--- config.mk ---
export PLATFORM = sky130hd
export DESIGN_NAME = dealer_player_port_flat
export DESIGN_NICKNAME = d
export VERILOG_FILES = /design/src/rtl/dealer_player_port_if.sv /design/src/rtl/dealer_player_port.sv /design/src/flat_wrapper.sv
export SDC_FILE = /design/constraint.sdc
export NUM_CORES = 1
export LEC_CHECK = 0
export BUFFER_PORTS_ARGS = -buffer_cell sky130_fd_sc_hd__buf_2
export CAP_MARGIN = 25
export CORE_UTILIZATION = 45
export DETAILED_ROUTE_END_ITERATION = 6
export MAX_ROUTING_LAYER = met4
export PLACE_DENSITY_LB_ADDON = 0.05
export SLEW_MARGIN = 5
export SYNTH_ARGS = -nofsm -noshare
export SYNTH_HDL_FRONTEND = slang
export SYNTH_SLANG_ARGS = --single-unit
--- constraint.sdc ---
create_clock -name clk -period 2.8 [get_ports clk]
set_input_delay 0.42 -clock clk [delete_from_list [all_inputs] [get_ports clk]]
set_output_delay 0.42 -clock clk [all_outputs]
set_load 0.01 [all_outputs]
--- src/rtl/dealer_player_port_if.sv ---
// Player action handshake between the dealer seat port and the player bot.
//   dealer_request_action : dealer -> player, level, an action is wanted
//   output_valid          : player -> dealer, action/make_bet are valid
//   action, make_bet      : player -> dealer, action code and bet amount
//   dealer_acknowledge    : dealer -> player, one-cycle capture strobe
//   invalid_move          : dealer -> player, one-cycle illegal-move strobe
// master = dealer side, slave = player side.
interface dealer_player_port_if;
  logic       dealer_request_action;
  logic       output_valid;
  logic [2:0] action;
  logic [7:0] make_bet;
  logic       dealer_acknowledge;
  logic       invalid_move;

  modport master (
    output dealer_request_action, dealer_acknowledge, invalid_move,
    input  output_valid, action, make_bet
  );

  modport slave (
    input  dealer_request_action, dealer_acknowledge, invalid_move,
    output output_valid, action, make_bet
  );
endinterface

--- src/rtl/dealer_player_port.sv ---
// Dealer-side seat port: requests one action per turn from the player bot,
// captures and acknowledges it, checks it against the betting rules, re-requests
// on an illegal move, and hands the core one resolved move (forced fold/check
// on timeout or too many illegal attempts).
// Ports:
//   clk, rst          : clock, asynchronous active-low reset
//   start_turn        : begin a turn (only honoured in IDLE)
//   hand_abort        : abandon the turn, back to IDLE next cycle
//   to_call, player_stack : seat context, sampled on start_turn
//   pif               : player handshake (master side)
//   busy              : high outside IDLE
//   turn_done         : one-cycle strobe, final_* / forced valid
//   final_action, final_amount, forced : resolved move, held until next turn_done
module dealer_player_port #(
  parameter logic [7:0]  MIN_BET     = 8'd2,
  parameter int unsigned MAX_RETRIES = 3,
  parameter logic [15:0] TIMEOUT     = 16'd1000
) (
  input  logic                        clk,
  input  logic                        rst,
  input  logic                        start_turn,
  input  logic                        hand_abort,
  input  logic [7:0]                  to_call,
  input  logic [7:0]                  player_stack,
  dealer_player_port_if.master        pif,
  output logic                        busy,
  output logic                        turn_done,
  output logic [2:0]                  final_action,
  output logic [7:0]                  final_amount,
  output logic                        forced
);

  localparam int unsigned RETRY_W = $clog2(MAX_RETRIES) + 1;

  localparam logic [2:0] ACT_NONE   = 3'b000;
  localparam logic [2:0] ACT_FOLD   = 3'b001;
  localparam logic [2:0] ACT_CHECK  = 3'b010;
  localparam logic [2:0] ACT_ALL_IN = 3'b011;
  localparam logic [2:0] ACT_CALL   = 3'b100;
  localparam logic [2:0] ACT_BET    = 3'b110;
  localparam logic [2:0] ACT_RAISE  = 3'b111;

  typedef enum logic [2:0] {
    S_IDLE, S_REQUEST, S_EVAL, S_WAIT_DROP, S_FORCE, S_DONE
  } state_e;

  state_e               state_q, state_d;
  logic [7:0]           call_q, call_d;
  logic [7:0]           stack_q, stack_d;
  logic [2:0]           act_q, act_d;
  logic [7:0]           bet_q, bet_d;
  logic                 legal_q, legal_d;
  logic [7:0]           amount_q, amount_d;
  logic [RETRY_W-1:0]   retry_q, retry_d;
  logic [15:0]          timer_q, timer_d;
  logic                 req_q, req_d;
  logic                 ack_q, ack_d;
  logic                 inv_q, inv_d;
  logic                 busy_q, busy_d;
  logic                 done_q, done_d;
  logic [2:0]           fin_act_q, fin_act_d;
  logic [7:0]           fin_amt_q, fin_amt_d;
  logic                 forced_q, forced_d;

  logic                 legal_c;
  logic [7:0]           amount_c;
  logic [8:0]           raise_sum_c;

  // Betting-rule check on the latched move; 9-bit sum keeps raise overflow honest.
  assign raise_sum_c = {1'b0, call_q} + {1'b0, bet_q};

  always_comb begin
    legal_c  = 1'b0;
    amount_c = 8'd0;
    case (act_q)
      ACT_FOLD:   legal_c = 1'b1;
      ACT_CHECK:  legal_c = (call_q == 8'd0);
      ACT_CALL: begin
        legal_c  = (call_q != 8'd0) && (call_q <= stack_q);
        amount_c = call_q;
      end
      ACT_BET: begin
        legal_c  = (call_q == 8'd0) && (bet_q >= MIN_BET) && (bet_q <= stack_q);
        amount_c = bet_q;
      end
      ACT_RAISE: begin
        legal_c  = (call_q != 8'd0) && (bet_q >= MIN_BET) &&
                   (raise_sum_c <= {1'b0, stack_q});
        amount_c = raise_sum_c[7:0];
      end
      ACT_ALL_IN: begin
        legal_c  = (stack_q != 8'd0);
        amount_c = stack_q;
      end
      default: legal_c = 1'b0;
    endcase
  end

  // Next state, datapath and registered (Moore) outputs.
  always_comb begin
    state_d   = state_q;
    call_d    = call_q;
    stack_d   = stack_q;
    act_d     = act_q;
    bet_d     = bet_q;
    legal_d   = legal_q;
    amount_d  = amount_q;
    retry_d   = retry_q;
    timer_d   = timer_q;
    inv_d     = 1'b0;
    fin_act_d = fin_act_q;
    fin_amt_d = fin_amt_q;
    forced_d  = forced_q;

    case (state_q)
      S_IDLE: begin
        if (start_turn) begin
          state_d = S_REQUEST;
          call_d  = to_call;
          stack_d = player_stack;
          retry_d = '0;
          timer_d = 16'd0;
        end
      end
      S_REQUEST: begin
        timer_d = 16'(timer_q + 16'd1);
        if (pif.output_valid) begin
          state_d = S_EVAL;
          act_d   = pif.action;
          bet_d   = pif.make_bet;
        end else if (timer_q == 16'(TIMEOUT - 16'd1)) begin
          state_d = S_FORCE;
        end
      end
      S_EVAL: begin
        legal_d  = legal_c;
        amount_d = amount_c;
        state_d  = S_WAIT_DROP;
      end
      S_WAIT_DROP: begin
        if (!pif.output_valid) begin
          if (legal_q) begin
            state_d = S_DONE;
          end else if (retry_q == RETRY_W'(MAX_RETRIES - 1)) begin
            state_d = S_FORCE;
          end else begin
            state_d = S_REQUEST;
            retry_d = RETRY_W'(retry_q + RETRY_W'(1));
            timer_d = 16'd0;
            inv_d   = 1'b1;
          end
        end
      end
      S_FORCE: state_d = S_DONE;
      S_DONE:  state_d = S_IDLE;
      default: state_d = S_IDLE;
    endcase

    // Abort wins over everything; the turn result is left untouched.
    if (hand_abort) begin
      state_d = S_IDLE;
      inv_d   = 1'b0;
    end

    // Result registers change only together with turn_done.
    if (state_d == S_DONE) begin
      if (state_q == S_FORCE) begin
        fin_act_d = (call_q == 8'd0) ? ACT_CHECK : ACT_FOLD;
        fin_amt_d = 8'd0;
        forced_d  = 1'b1;
      end else begin
        fin_act_d = act_q;
        fin_amt_d = amount_q;
        forced_d  = 1'b0;
      end
    end

    req_d  = (state_d == S_REQUEST);
    ack_d  = (state_d == S_EVAL);
    busy_d = (state_d != S_IDLE);
    done_d = (state_d == S_DONE);
  end

  always_ff @(posedge clk or negedge rst) begin
    if (!rst) begin
      state_q   <= S_IDLE;
      call_q    <= 8'd0;
      stack_q   <= 8'd0;
      act_q     <= ACT_NONE;
      bet_q     <= 8'd0;
      legal_q   <= 1'b0;
      amount_q  <= 8'd0;
      retry_q   <= '0;
      timer_q   <= 16'd0;
      req_q     <= 1'b0;
      ack_q     <= 1'b0;
      inv_q     <= 1'b0;
      busy_q    <= 1'b0;
      done_q    <= 1'b0;
      fin_act_q <= ACT_NONE;
      fin_amt_q <= 8'd0;
      forced_q  <= 1'b0;
    end else begin
      state_q   <= state_d;
      call_q    <= call_d;
      stack_q   <= stack_d;
      act_q     <= act_d;
      bet_q     <= bet_d;
      legal_q   <= legal_d;
      amount_q  <= amount_d;
      retry_q   <= retry_d;
      timer_q   <= timer_d;
      req_q     <= req_d;
      ack_q     <= ack_d;
      inv_q     <= inv_d;
      busy_q    <= busy_d;
      done_q    <= done_d;
      fin_act_q <= fin_act_d;
      fin_amt_q <= fin_amt_d;
      forced_q  <= forced_d;
    end
  end

  assign pif.dealer_request_action = req_q;
  assign pif.dealer_acknowledge    = ack_q;
  assign pif.invalid_move          = inv_q;
  assign busy                      = busy_q;
  assign turn_done                 = done_q;
  assign final_action              = fin_act_q;
  assign final_amount              = fin_amt_q;
  assign forced                    = forced_q;

endmodule
--- src/flat_wrapper.sv ---
// flat-port wrapper written by rule: the top's interface ports become plain ports
module dealer_player_port_flat 
#(
  parameter logic [7:0]  MIN_BET     = 8'd2,
  parameter int unsigned MAX_RETRIES = 3,
  parameter logic [15:0] TIMEOUT     = 16'd1000
)
  (clk, rst, start_turn, hand_abort, to_call, player_stack, busy, turn_done, final_action, final_amount, forced, pif_dealer_request_action, pif_dealer_acknowledge, pif_invalid_move, pif_output_valid, pif_action, pif_make_bet);
  dealer_player_port_if pif_i ();
  input  logic clk;
  input  logic rst;
  input  logic start_turn;
  input  logic hand_abort;
  input  logic [7:0] to_call;
  input  logic [7:0] player_stack;
  output logic busy;
  output logic turn_done;
  output logic [2:0] final_action;
  output logic [7:0] final_amount;
  output logic forced;
  output wire logic [$bits(pif_i.dealer_request_action)-1:0] pif_dealer_request_action;
  output wire logic [$bits(pif_i.dealer_acknowledge)-1:0] pif_dealer_acknowledge;
  output wire logic [$bits(pif_i.invalid_move)-1:0] pif_invalid_move;
  input wire logic [$bits(pif_i.output_valid)-1:0] pif_output_valid;
  input wire logic [$bits(pif_i.action)-1:0] pif_action;
  input wire logic [$bits(pif_i.make_bet)-1:0] pif_make_bet;
  assign pif_dealer_request_action = pif_i.dealer_request_action;
  assign pif_dealer_acknowledge = pif_i.dealer_acknowledge;
  assign pif_invalid_move = pif_i.invalid_move;
  assign pif_i.output_valid = pif_output_valid;
  assign pif_i.action = pif_action;
  assign pif_i.make_bet = pif_make_bet;
  dealer_player_port #(.MIN_BET(MIN_BET), .MAX_RETRIES(MAX_RETRIES), .TIMEOUT(TIMEOUT)) u_core (.clk(clk), .rst(rst), .start_turn(start_turn), .hand_abort(hand_abort), .to_call(to_call), .player_stack(player_stack), .pif(pif_i), .busy(busy), .turn_done(turn_done), .final_action(final_action), .final_amount(final_amount), .forced(forced));
endmodule
; ---- Yosys cells after proc, flatten, opt, wreduce, memory -nomap -nowiden
; Cells that the tools add are included.
; Widths: inputs -> output; s select.
[op_classes]
eq_ne = 19
n_addsub = 3
magnitude_cmp = 4
muxes = 29
n_reduce_logical = 16
[ops]
columns = operator, count
row1 = $mux 16, 4
row2 = $pmux 16 s3, 1
row3 = $mux 3, 12
row4 = $pmux 8 s4, 1
row5 = $eq 3x2->1 const B, 6
row6 = $add 16x1->16 const B, 1
row7 = $eq 16x10->1 const B, 1
row8 = $le 8x8->1, 2
row9 = $reduce_bool 8->1, 2
row10 = $eq 3x3->1 const B, 5
row11 = $pmux 3 s5, 1
row12 = $reduce_and 5->1, 2
row13 = $add 8x8->9, 1
row14 = $eq 3x1->1 const B, 3
row15 = $le 9x8->1, 1
row16 = $ge 8x2->1 const B, 1
row17 = $logic_not 8->1, 1
row18 = $mux 8, 1
row19 = $ne 2x2->1 const B, 4
row20 = $mux 1, 6
row21 = $pmux 1 s6, 1
row22 = $pmux 3 s2, 1
row23 = $reduce_bool 3->1, 2
row24 = $logic_and 1x1->1, 5
row25 = other kinds (5), 6
[word_totals]
wordCells = 88
inputBits = 32
out_inout_bits = 17
ff_bits = 75

; ---- Logic depth before layout (Yosys ltp)
; Gate-level depths: netlist (run 1).
[logic_depth]
depth_word = 7
ltp_mapped = 13
mapped_depth_nobuf = 13

; ---- Worst setup path after synthesis (run 1)
; Ideal clock, no wire load.
[synth_timing]
kind = register to register
start = reg u_core.bet_q[0]
end = reg u_core.legal_q
period_less_slack_ns = 3.038
arrival_ns = 2.942
path_stages_with_launch = 14
setup_ns = 0.095
setup_slack_ns = -0.238
required_ns = 2.705
n_path_buf = 0
cell_sequence = dfrtp_1 -> ha_1 -> fa_1 -> a211oi_1 -> o21ai_0 -> a21oi_1 -> xnor2_1 -> ha_1 -> a2111oi_0 -> o21ai_0 -> a21oi_1 -> o2111a_1 -> a2111oi_0 -> o31ai_1
[synth_via]
elab_chain_len = 4
elab_cells_between_ends = 9
cone_classes = add/sub: 1 / order compare: 3 / mux: 1 / reduce/logical: 4
[synth_rtl]
columns = element, line_no
row1 = start: declaration, dealer_player_port.sv:51  ; logic [7:0] bet_q, bet_d;
row2 = start signal: assignment, dealer_player_port.sv:208  ; bet_q <= bet_d;
row3 = $add 8x8->9 / $ge 8x2->1 (equally long branches), "dealer_player_port.sv:70, dealer_player_port.sv:83, dealer_player_port.sv:87"
row4 = "$le 9x8->1, or another cell as far along", dealer_player_port.sv:88  ; (raise_sum_c <= {1'b0, stack_q});
row5 = "$logic_and 1x1->1, on equally long branches", "dealer_player_port.sv:87, dealer_player_port.sv:83"
row6 = $pmux 1 s6 (*), dealer_player_port.sv:75  ; case (act_q)
row7 = end signal: assignment, dealer_player_port.sv:209  ; legal_q <= legal_d;
row8 = end: declaration, dealer_player_port.sv:52  ; logic legal_q, legal_d;
; Mark *: on every way between the ends. The rest lies on a longest branch, timed or not.
; A chain may end at the register's enable or synchronous reset.

; ---- Worst setup path in the final report (run 1)
[layout_timing]
start = reg u_core.call_q[0]
end = reg u_core.legal_q
[layout_via]
elab_chain_len = 4
elab_cells_between_ends = 11
cone_classes = add/sub: 1 / order compare: 2 / mux: 1 / reduce/logical: 7
[layout_rtl]
columns = element, line_no
row1 = start: declaration, dealer_player_port.sv:48  ; logic [7:0] call_q, call_d;
row2 = start signal: assignment, dealer_player_port.sv:205  ; call_q <= call_d;
row3 = "$add 8x8->9, or another cell as far along", dealer_player_port.sv:70  ; assign raise_sum_c = {1'b0, call_q} + {1'b0, bet_q};
row4 = "$le 9x8->1, or another cell as far along", dealer_player_port.sv:88
row5 = "$logic_and 1x1->1, on equally long branches", "dealer_player_port.sv:87, dealer_player_port.sv:83"
row6 = $pmux 1 s6 (*), dealer_player_port.sv:75
; Marked as above.

==> flow_summary.ini, run 1 <==
[status]
status = finished, violations left
failed_checks = setup timing

[yosys]
synth_most_common_cell = dfrtp_1
seq_area_frac_synth = 0.4208
syn_nets = 532
ys.warnings.count = 0
synth_seq_cells = 75
syn-instance-count = 464
synthTopCellsByCount = dfrtp_1, nand2_1, o21ai_0
avgSynthCellArea_sq_um = 9.613
synth.area.top_cells = dfrtp_1, ha_1, o21ai_0
synth_area_leader_cell = dfrtp_1
ys_types = 57
synth_edf_count = 0
synthesis.area_sq_um = 4461
synth_ff_type = dfrtp_1
synth_top_area_frac = 0.4208
synthArstFlopShare = 1.000

[sta]
finClkSkew_ps = 12.06
setup_tns_ps = -145.5
fin_crit_sh = 1.052
finalWorstSetupSlack_ps = -145.5
finalSetupViolCount = 1
tightestPinTransition_ps = 787.9
maxSlewHeadroom = 0.4747
rsz0062_at_grt = true
max_freq_ghz = 0.3395
fin_crit_ps = 2946
drv_slew = 0
hold_viol = 0
hold_slack_ps = 253.2

[flow_run]
max_cap_violations = 0

[clock_network]
clock_sink_count = 75
root_buffer = clkbuf_8
clk_path_buf_depth = 2
h-tree-depth = 3
cts_tree = yes
clk_latency_ps = 360
cts_buffers = 9
cts.reportedPaths.clkPinSlew_ps = 90

[critical_path]
worstPathRequired_ps = 3050
crit_path_end_kind = register
cp_max_fo = 2
slowest_stage = dfrtp_1
critPathKind = reg2reg
cp_cell_sequence = ha_2 > fa_2 > buf_4 > a21o_1 > a21oi_2 > xnor2_1 > ha_1 > nand4_1 > o21ai_1 > a21oi_1 > o2111a_1 > a2111oi_2 > o31ai_1
cpPeakStageDelay_ps = 390
worst_r2r_path_depth = 13
arrival_ps = 3190
startpoint_type = register

[final_layout]
drive_gt1_frac = 0.2569
nets = 605
area_delta_synth_final_pct = 18.54
n_antenna_cell = 0

[placement]
place_hpwl_mm = 7.973
io_buffers = 48
finalWeightedCongestion = 0.9868

[pwr]
vdd_ir_drop_max_v = 0.0003678
total_power_mw = 4.327
p_leak_nw = 2.422
power_density_nw_per_um2 = 818.3

[floorplanning]
core_area_sq_um = 9415
num_io_pins = 49
rows = 35
initial_core_util = 0.4738
die_w_um = 101.6
chipHeight_um = 101.6
die_area_sq_um = 10310

[route]
ant_nets = 0
avgViaCountPerCell = 5.512
drc = 0
drtPass1Iterations = 5
avgRoutedWirePerCell_um = 16.14
num_vias = 3693
drtIter0Drc = 210
routed_wl_mm = 10.82

[grt]
grtUsageTotal = 0.2378
overflow = 0
antenna_found_initial = 0
grt_pass1_vias = 3499
grt_pass1_wl_mm = 18.02
grt_max_degree = 76

[min_path]
hold_class = in2reg
hold_depth = 2
[power by group]
part / switching (mW) / leakage [nW] / internal [mW]
registers: 0.196 / 0.980 / 1.24
clock network: 0.436 / 0.0877 / 0.408
logic: 1.03 / 1.35 / 1.01
[placed cells by master, fill, tap and decap left out, types with 5 or more instances in the layout]
cell type,netlist,final
a21oi_1,19,16
nand3_1,17,17
inv_1,15,15
nor2_1,27,27
nand2_1,63,63
nor3_1,6,6
o21ai_0,53,50
nor4_1,7,7
ha_1,35,32
xnor2_1,7,6
nor2b_1,6,6
clkbuf_8,0,9
buf_2,3,47
nand4_1,14,14
dfrtp_1,75,75
mux2_2,21,21
mux2i_1,5,5
buf_4,2,34
[metrics by stage]
step	cell area [sq um]	instances	util	setup WS (ps)
detailed placement	4997	650	0.5308	-282.9
finish	5288	670	0.5616	-145.5
CTS	5250	668	0.5576	-117.5
global route	5288	670	0.5616	-326.4
floorplan	4489	464	-	-133.4
global placement	4997	650	0.5308	-240.1
[logic make-up (layout without fill, tap and decap cells)]
kind of cell | Yosys count | count (layout) | share of synthesized area
AOI/OAI and AO/OA | 118 | 118 | 0.1663
xor gates and xnor gates | 11 | 11 | 0.02160
adders and majority gates | 36 | 36 | 0.1027
buffers and inverters | 37 | 114 | 0.04179
DFF | 75 | 75 | 0.4208
muxes | 26 | 26 | 0.06424
and+or+nand+nor | 161 | 161 | 0.1826
[what timing repair did]
| action | in CTS | in global routing |
|---|---|---|
| pin swaps | 11 | 0 |
| hold buffers | 0 | 1 |
| setup endpoints to repair | 1 | 1 |
| buffers inserted | 3 | 0 |
| gates resized for setup | 5 | 0 |
| endpoints found under the hold margin | 0 | 6 |
[final cells by class]
cell class	instances	area, sq um
fill	861	4128
inverter	16	65.06
clock buffer	9	123.9
timing repair buffer	83	528.0
multi-input combinational	352	2466
sequential	75	1877
clock inverter	6	66.31
tap	129	161.4
[state kept, by name (all words and copies together), names as in the netlist]
name,cells
u_core.timer_q,16
u_core.amount_q,8
u_core.bet_q,8
u_core.call_q,8
u_core.final_amount,8
u_core.stack_q,8
u_core.act_q,3
u_core.final_action,3
u_core.retry_q,3
u_core.state_q,3
u_core.busy,1
u_core.forced,1
u_core.legal_q,1
u_core.pif.dealer_acknowledge,1
u_core.pif.dealer_request_action,1
u_core.pif.invalid_move,1
u_core.turn_done,1
[path summary, 6_finish.rpt]
path / slack (ps) / end / from
min in group asynchronous: 410 / u_core.final_amount[6] / rst
max in group asynchronous: 1840 / u_core.timer_q[10] / rst
worst min-delay path: 250 / u_core.pif.invalid_move / hand_abort
worst max-delay path: -150 / u_core.legal_q / u_core.call_q[0]
worst min register to register: 460 / u_core.final_amount[2] / u_core.final_amount[2]
worst max register to register: -150 / u_core.legal_q / u_core.call_q[0]
[worst max-delay path, delay by kind of cell, from the launching register on]
kind	cells	cell delay [ps]
buffers and inverters	1	150
AOI/OAI and AO/OA	7	1170
DFF	1	390
and+or+nand+nor	1	120
adders and majority gates	3	880
xor gates and xnor gates	1	130
[routing by layer]
layer,global-route usage,up-vias,part of all wire,routed length [um]
met3,0.04072,17,0.042,451
li1,-,1839,-,-
met1,0.3313,1734,0.50,5381
met2,0.3488,103,0.44,4804
met5,-,-,0,0
met4,0.07915,0,0.017,180
Power figures use the tool's default switching activity.
==> run 2: changes to the inputs <==
CORE_UTILIZATION = 32   (was 45)
==> flow_summary.ini, run 2 (synthesis results as in run 1) <==
[status]
status = finished, violations left
failed_checks = setup timing

[grt]
grt_max_degree = 76
grt_pass1_vias = 3666
overflow = 0
grt_pass1_wl_mm = 19.31
grtUsageTotal = 0.1808
antenna_found_initial = 0

[route]
drtIter0Drc = 261
drc = 0
ant_nets = 0
drtPass1Iterations = 4
routed_wl_mm = 11.72
num_vias = 3675
avgRoutedWirePerCell_um = 16.39
avgViaCountPerCell = 5.140

[floorplanning]
rows = 42
initial_core_util = 0.3329
die_area_sq_um = 14420
num_io_pins = 49
core_area_sq_um = 13400
die_w_um = 120.1
chipHeight_um = 120.1

[sta]
fin_crit_ps = 2967
fin_crit_sh = 1.060
max_freq_ghz = 0.3370
maxSlewHeadroom = 0.5110
finalSetupViolCount = 1
finalWorstSetupSlack_ps = -167.3
rsz0062_at_grt = true
drv_slew = 0
tightestPinTransition_ps = 733.5
hold_viol = 0
finClkSkew_ps = 4.123

[pwr]
vdd_ir_drop_max_v = 0.0003822
p_seq_frac = 0.323
p_leak_nw = 2.451
intPower_mw = 2.832
combPwrFrac = 0.450
swShare = 0.3714
power_density_nw_per_um2 = 835.1
clkPwrFrac = 0.227
netSwitchingPower_mw = 1.674

[final_layout]
n_antenna_cell = 0
largest_reg_flops = 16
fin_area_sq_um = 5395
final.fill_count = 1380
largest_register = u_core.timer_q
fin_cells = 715
area_delta_synth_final_pct = 20.95
drive_gt1_frac = 0.2486
nets = 604
final_cell_mix = dfrtp_1, nand2_1, o21ai_0
layout_commonest_cell = dfrtp_1

[critical_path]
slowest_stage = dfrtp_1
crit_path_end_kind = register
crit_buf_inv = 2
cp_max_fo = 2
cp_top_family = compound AO/OA/AOI/OAI gates
cp_cell_sequence = ha_2 > buf_4 > a21o_1 > a21oi_2 > buf_4 > o211ai_1 > xor2_1 > ha_1 > o21a_1 > o21a_1 > o22ai_1 > o2111a_1 > a2111oi_2 > o31ai_1
arrival_ps = 3180
cpPeakStageDelay_ps = 380
worstPathRequired_ps = 3020
startpoint_type = register
critPathKind = reg2reg

[flow_run]
max_cap_violations = 0

[placement]
io_buffers = 48
finalWeightedCongestion = 0.8026
pre_cts_slack_ps = -321.7
place_hpwl_mm = 8.601
place_inst = 694
postPlaceCellArea_sq_um = 5034

[clock_network]
clk_latency_ps = 340
clk_path_buf_depth = 2
clock_sink_count = 75
cts_tree = yes
h-tree-depth = 3
cts_buffers = 9
root_buffer = clkbuf_16
cts.reportedPaths.clkPinSlew_ps = 60

[min_path]
hold_class = in2reg
[run 2: cell types whose count changed in the layout (fill, tap and decap cells not counted), sizes merged]
cell	change
bufinv	-1
inv	-1
clkinv	+1
clkbuf	+2
clkinvlp	-2
buf	-1
[run 2: metrics by stage]
stage          TNS (ps)  hold slack, ps  utilization  total power, mW
4_1_cts          -243.1           279.1       0.3974            4.428
2_1_floorplan    -133.4           124.4            -            2.639
3_5_place_dp     -321.7           452.5       0.3756            3.309
3_3_place_gp     -265.6           443.9       0.3756            3.287
5_1_grt          -372.8           298.4       0.4026            4.863
6_report         -167.3           295.6       0.4026            4.506
[run 2: power by group through the flow]
stage	combinational, mW	clock (mW)	sequential (mW)
6_report	2.03	1.02	1.45
5_1_grt	2.27	1.11	1.48
4_1_cts	1.90	1.07	1.45
3_5_place_dp	1.84	0	1.47
3_3_place_gp	1.82	0	1.47
2_1_floorplan	1.25	0	1.39
[run 2: cell type report]
| class | instances | area [sq um] | area share |
|---|---|---|---|
| multi-input combinational | 352 | 2462 | 0.4564 |
| sequential | 75 | 1877 | 0.3479 |
| timing repair buffer | 82 | 520.5 | 0.09647 |
| clock buffer | 11 | 232.7 | 0.04314 |
| tap | 176 | 220.2 | 0.04082 |
| inverter | 16 | 65.06 | 0.01206 |
| clock inverter | 3 | 17.52 | 0.003247 |
[run 2: path summary, 6_finish.rpt]
check	start	end	slack, ps	cells after the start
hold / removal	player_stack[7]	u_core.stack_q[7]	300	3
hold reg to reg	u_core.final_amount[7]	u_core.final_amount[7]	460	2
setup reg to reg	u_core.bet_q[0]	u_core.legal_q	-170	14
setup / recovery	u_core.bet_q[0]	u_core.legal_q	-170	14
min in group asynchronous	rst	u_core.final_amount[4]	500	2
max in group asynchronous	rst	u_core.timer_q[12]	1730	3
[run 2: metal layers]
metal	part of all wire	global-route usage	wire (um)	vias to the layer above
li1	-	-	-	1841
met1	0.52	0.2536	6071	1746
met2	0.43	0.2615	5068	74
met3	0.035	0.02994	416	14
met4	0.014	0.06328	165	0
met5	0	-	0	-
[run 2: worst reg2reg max path, stage by stage (launching register included)]
cell and delay, ps:
dfrtp_1 380, ha_2 200, buf_4 130, a21o_1 180
a21oi_2 160, buf_4 140, o211ai_1 100, xor2_1 260
ha_1 290, o21a_1 150, o21a_1 110, o22ai_1 80
o2111a_1 270, a2111oi_2 310, o31ai_1 100
[run 2: timing repair]
action | in CTS | in global routing
hold endpoints to repair | 0 | 16
endpoints found under the setup margin | 1 | 1
buffers inserted | 4 | 1
hold buffers | 0 | 1
resized for setup | 2 | 2
pin swaps | 11 | 4
==> run 3: changes to the inputs <==
SKIP_CTS_REPAIR_TIMING = 1   (was default)
clock period = 3.4 ns   (was 2.8 ns; I/O delays follow)
==> flow_summary.ini, run 3 (synthesis results as in run 1) <==
[pwr]
p_leak_nw = 2.346
netSwitchingPower_mw = 1.345
clkPwrFrac = 0.260
power_density_nw_per_um2 = 677.6
combPwrFrac = 0.391
total_power_mw = 3.547
p_seq_frac = 0.349
swShare = 0.3794
intPower_mw = 2.201
vdd_ir_drop_max_v = 0.0002406

[sta]
setup_tns_ps = 0
fin_crit_ps = 3215
drv_slew = 0
fin_crit_sh = 0.9455
finalSetupViolCount = 0
hold_slack_ps = 54.87
hold_viol = 0
maxSlewHeadroom = 0.4409
finClkSkew_ps = 4.649
rsz0062_at_grt = false
max_freq_ghz = 0.3111
finalWorstSetupSlack_ps = 185.4
tightestPinTransition_ps = 838.6

[critical_path]
cp_max_fo = 3
crit_start = u_core.bet_q[0]
critPathKind = reg2reg
rrSetupSlack_ps = 190
worstPathRequired_ps = 3620
crit_path_end_kind = register
worst_r2r_path_depth = 13
r2r-end = u_core.legal_q
startpoint_type = register
reg2reg_from = u_core.bet_q[0]
endpoint = u_core.legal_q
arrival_ps = 3440

[floorplanning]
num_io_pins = 49
die_w_um = 120.1
die_area_sq_um = 14420
chipHeight_um = 120.1
rows = 42
core_area_sq_um = 13400
initial_core_util = 0.3329

[final_layout]
largest_register = u_core.timer_q
fin_cells = 693
multi_input_area_sq_um = 2445
seqCellArea_sq_um = 1877
fin_util = 0.3906
area_delta_synth_final_pct = 17.34
final.fill_count = 1425
fin_area_sq_um = 5234
n_antenna_cell = 0
nets = 580
drive_gt1_frac = 0.2128
largest_reg_flops = 16
final_cell_mix = dfrtp_1, nand2_1, o21ai_0
layout_commonest_cell = dfrtp_1

[route]
drtIter0Drc = 231
avgRoutedWirePerCell_um = 16.59
avgViaCountPerCell = 5.245
num_vias = 3635
ant_nets = 0
drc = 0
drtPass1Iterations = 5
routed_wl_mm = 11.50

[status]
status = complete, no violations

[clock_network]
clk_latency_ps = 340
h-tree-depth = 3
clock_sink_count = 75
cts_tree = yes
cts.reportedPaths.clkPinSlew_ps = 60
clk_path_buf_depth = 2
cts_buffers = 9
root_buffer = clkbuf_16

[grt]
grt_max_degree = 76
overflow = 0
antenna_found_initial = 0
grtUsageTotal = 0.1779
grt_pass1_wl_mm = 19.00
grt_pass1_vias = 3474

[placement]
postPlaceCellArea_sq_um = 4855
place_inst = 674
io_buffers = 48
pre_cts_slack_ps = 22.94
finalWeightedCongestion = 0.8475
place_hpwl_mm = 8.341

[min_path]
hold_class = in2async

[flow_run]
max_cap_violations = 0
## run 3: changes by cell type in the layout (fill, tap and decap cells not counted), moves of 2 or more
cell        previous run  this run
a21oi_2                2         0
o21ai_1                3         1
clkbuf_8               0         2
a21oi_1               17        19
buf_4                 33        10
clkbuf_1               2         0
o21ai_0               50        52
ha_1                  32        34
clkinvlp_4             1         3
## run 3: worst max-delay path, stage by stage, from the launching register on
cell,delay (ps)
dfrtp_1,390
ha_2,210
fa_2,380
a211oi_2,180
o21ai_0,110
a21oi_1,210
xnor2_1,140
ha_1,380
o21a_1,140
o21a_1,120
o22ai_1,90
o2111a_1,290
a2111oi_4,360
o31ai_1,100
## run 3: worst min path at each step
stage / from / to / depth (start not counted)
global placement: u_core.final_amount[1] / u_core.final_amount[1] / 2
global route: rst / u_core.final_amount[4] / 1
floorplan: rst / u_core.act_q[0] / 0
CTS: to_call[0] / u_core.call_q[0] / 3
detailed placement: u_core.final_amount[3] / u_core.final_amount[3] / 2
finish: rst / u_core.final_amount[4] / 1
## run 3: per-layer routing
metal / track usage / share of wire
met2: 0.2421 / 0.42
met1: 0.2579 / 0.52
met3: 0.02709 / 0.040
met4: 0.07813 / 0.019
met5: - / 0
## run 3: layout make-up
type | count | share of cell area
multi-input combinational | 352 | 0.4671
sequential | 75 | 0.3586
timing repair buffer | 58 | 0.06455
clock buffer | 11 | 0.04829
tap | 176 | 0.04208
inverter | 16 | 0.01243
clock inverter | 5 | 0.006933
## run 3: power by group through the flow
| stage | Combinational [mW] | Clock (mW) | Sequential (mW) |
|---|---|---|---|
| floorplan | 0.972 | 0 | 1.14 |
| global placement | 1.25 | 0 | 1.24 |
| detailed placement | 1.26 | 0 | 1.25 |
| CTS | 1.27 | 0.954 | 1.24 |
| global route | 1.53 | 0.993 | 1.27 |
| finish | 1.39 | 0.921 | 1.24 |
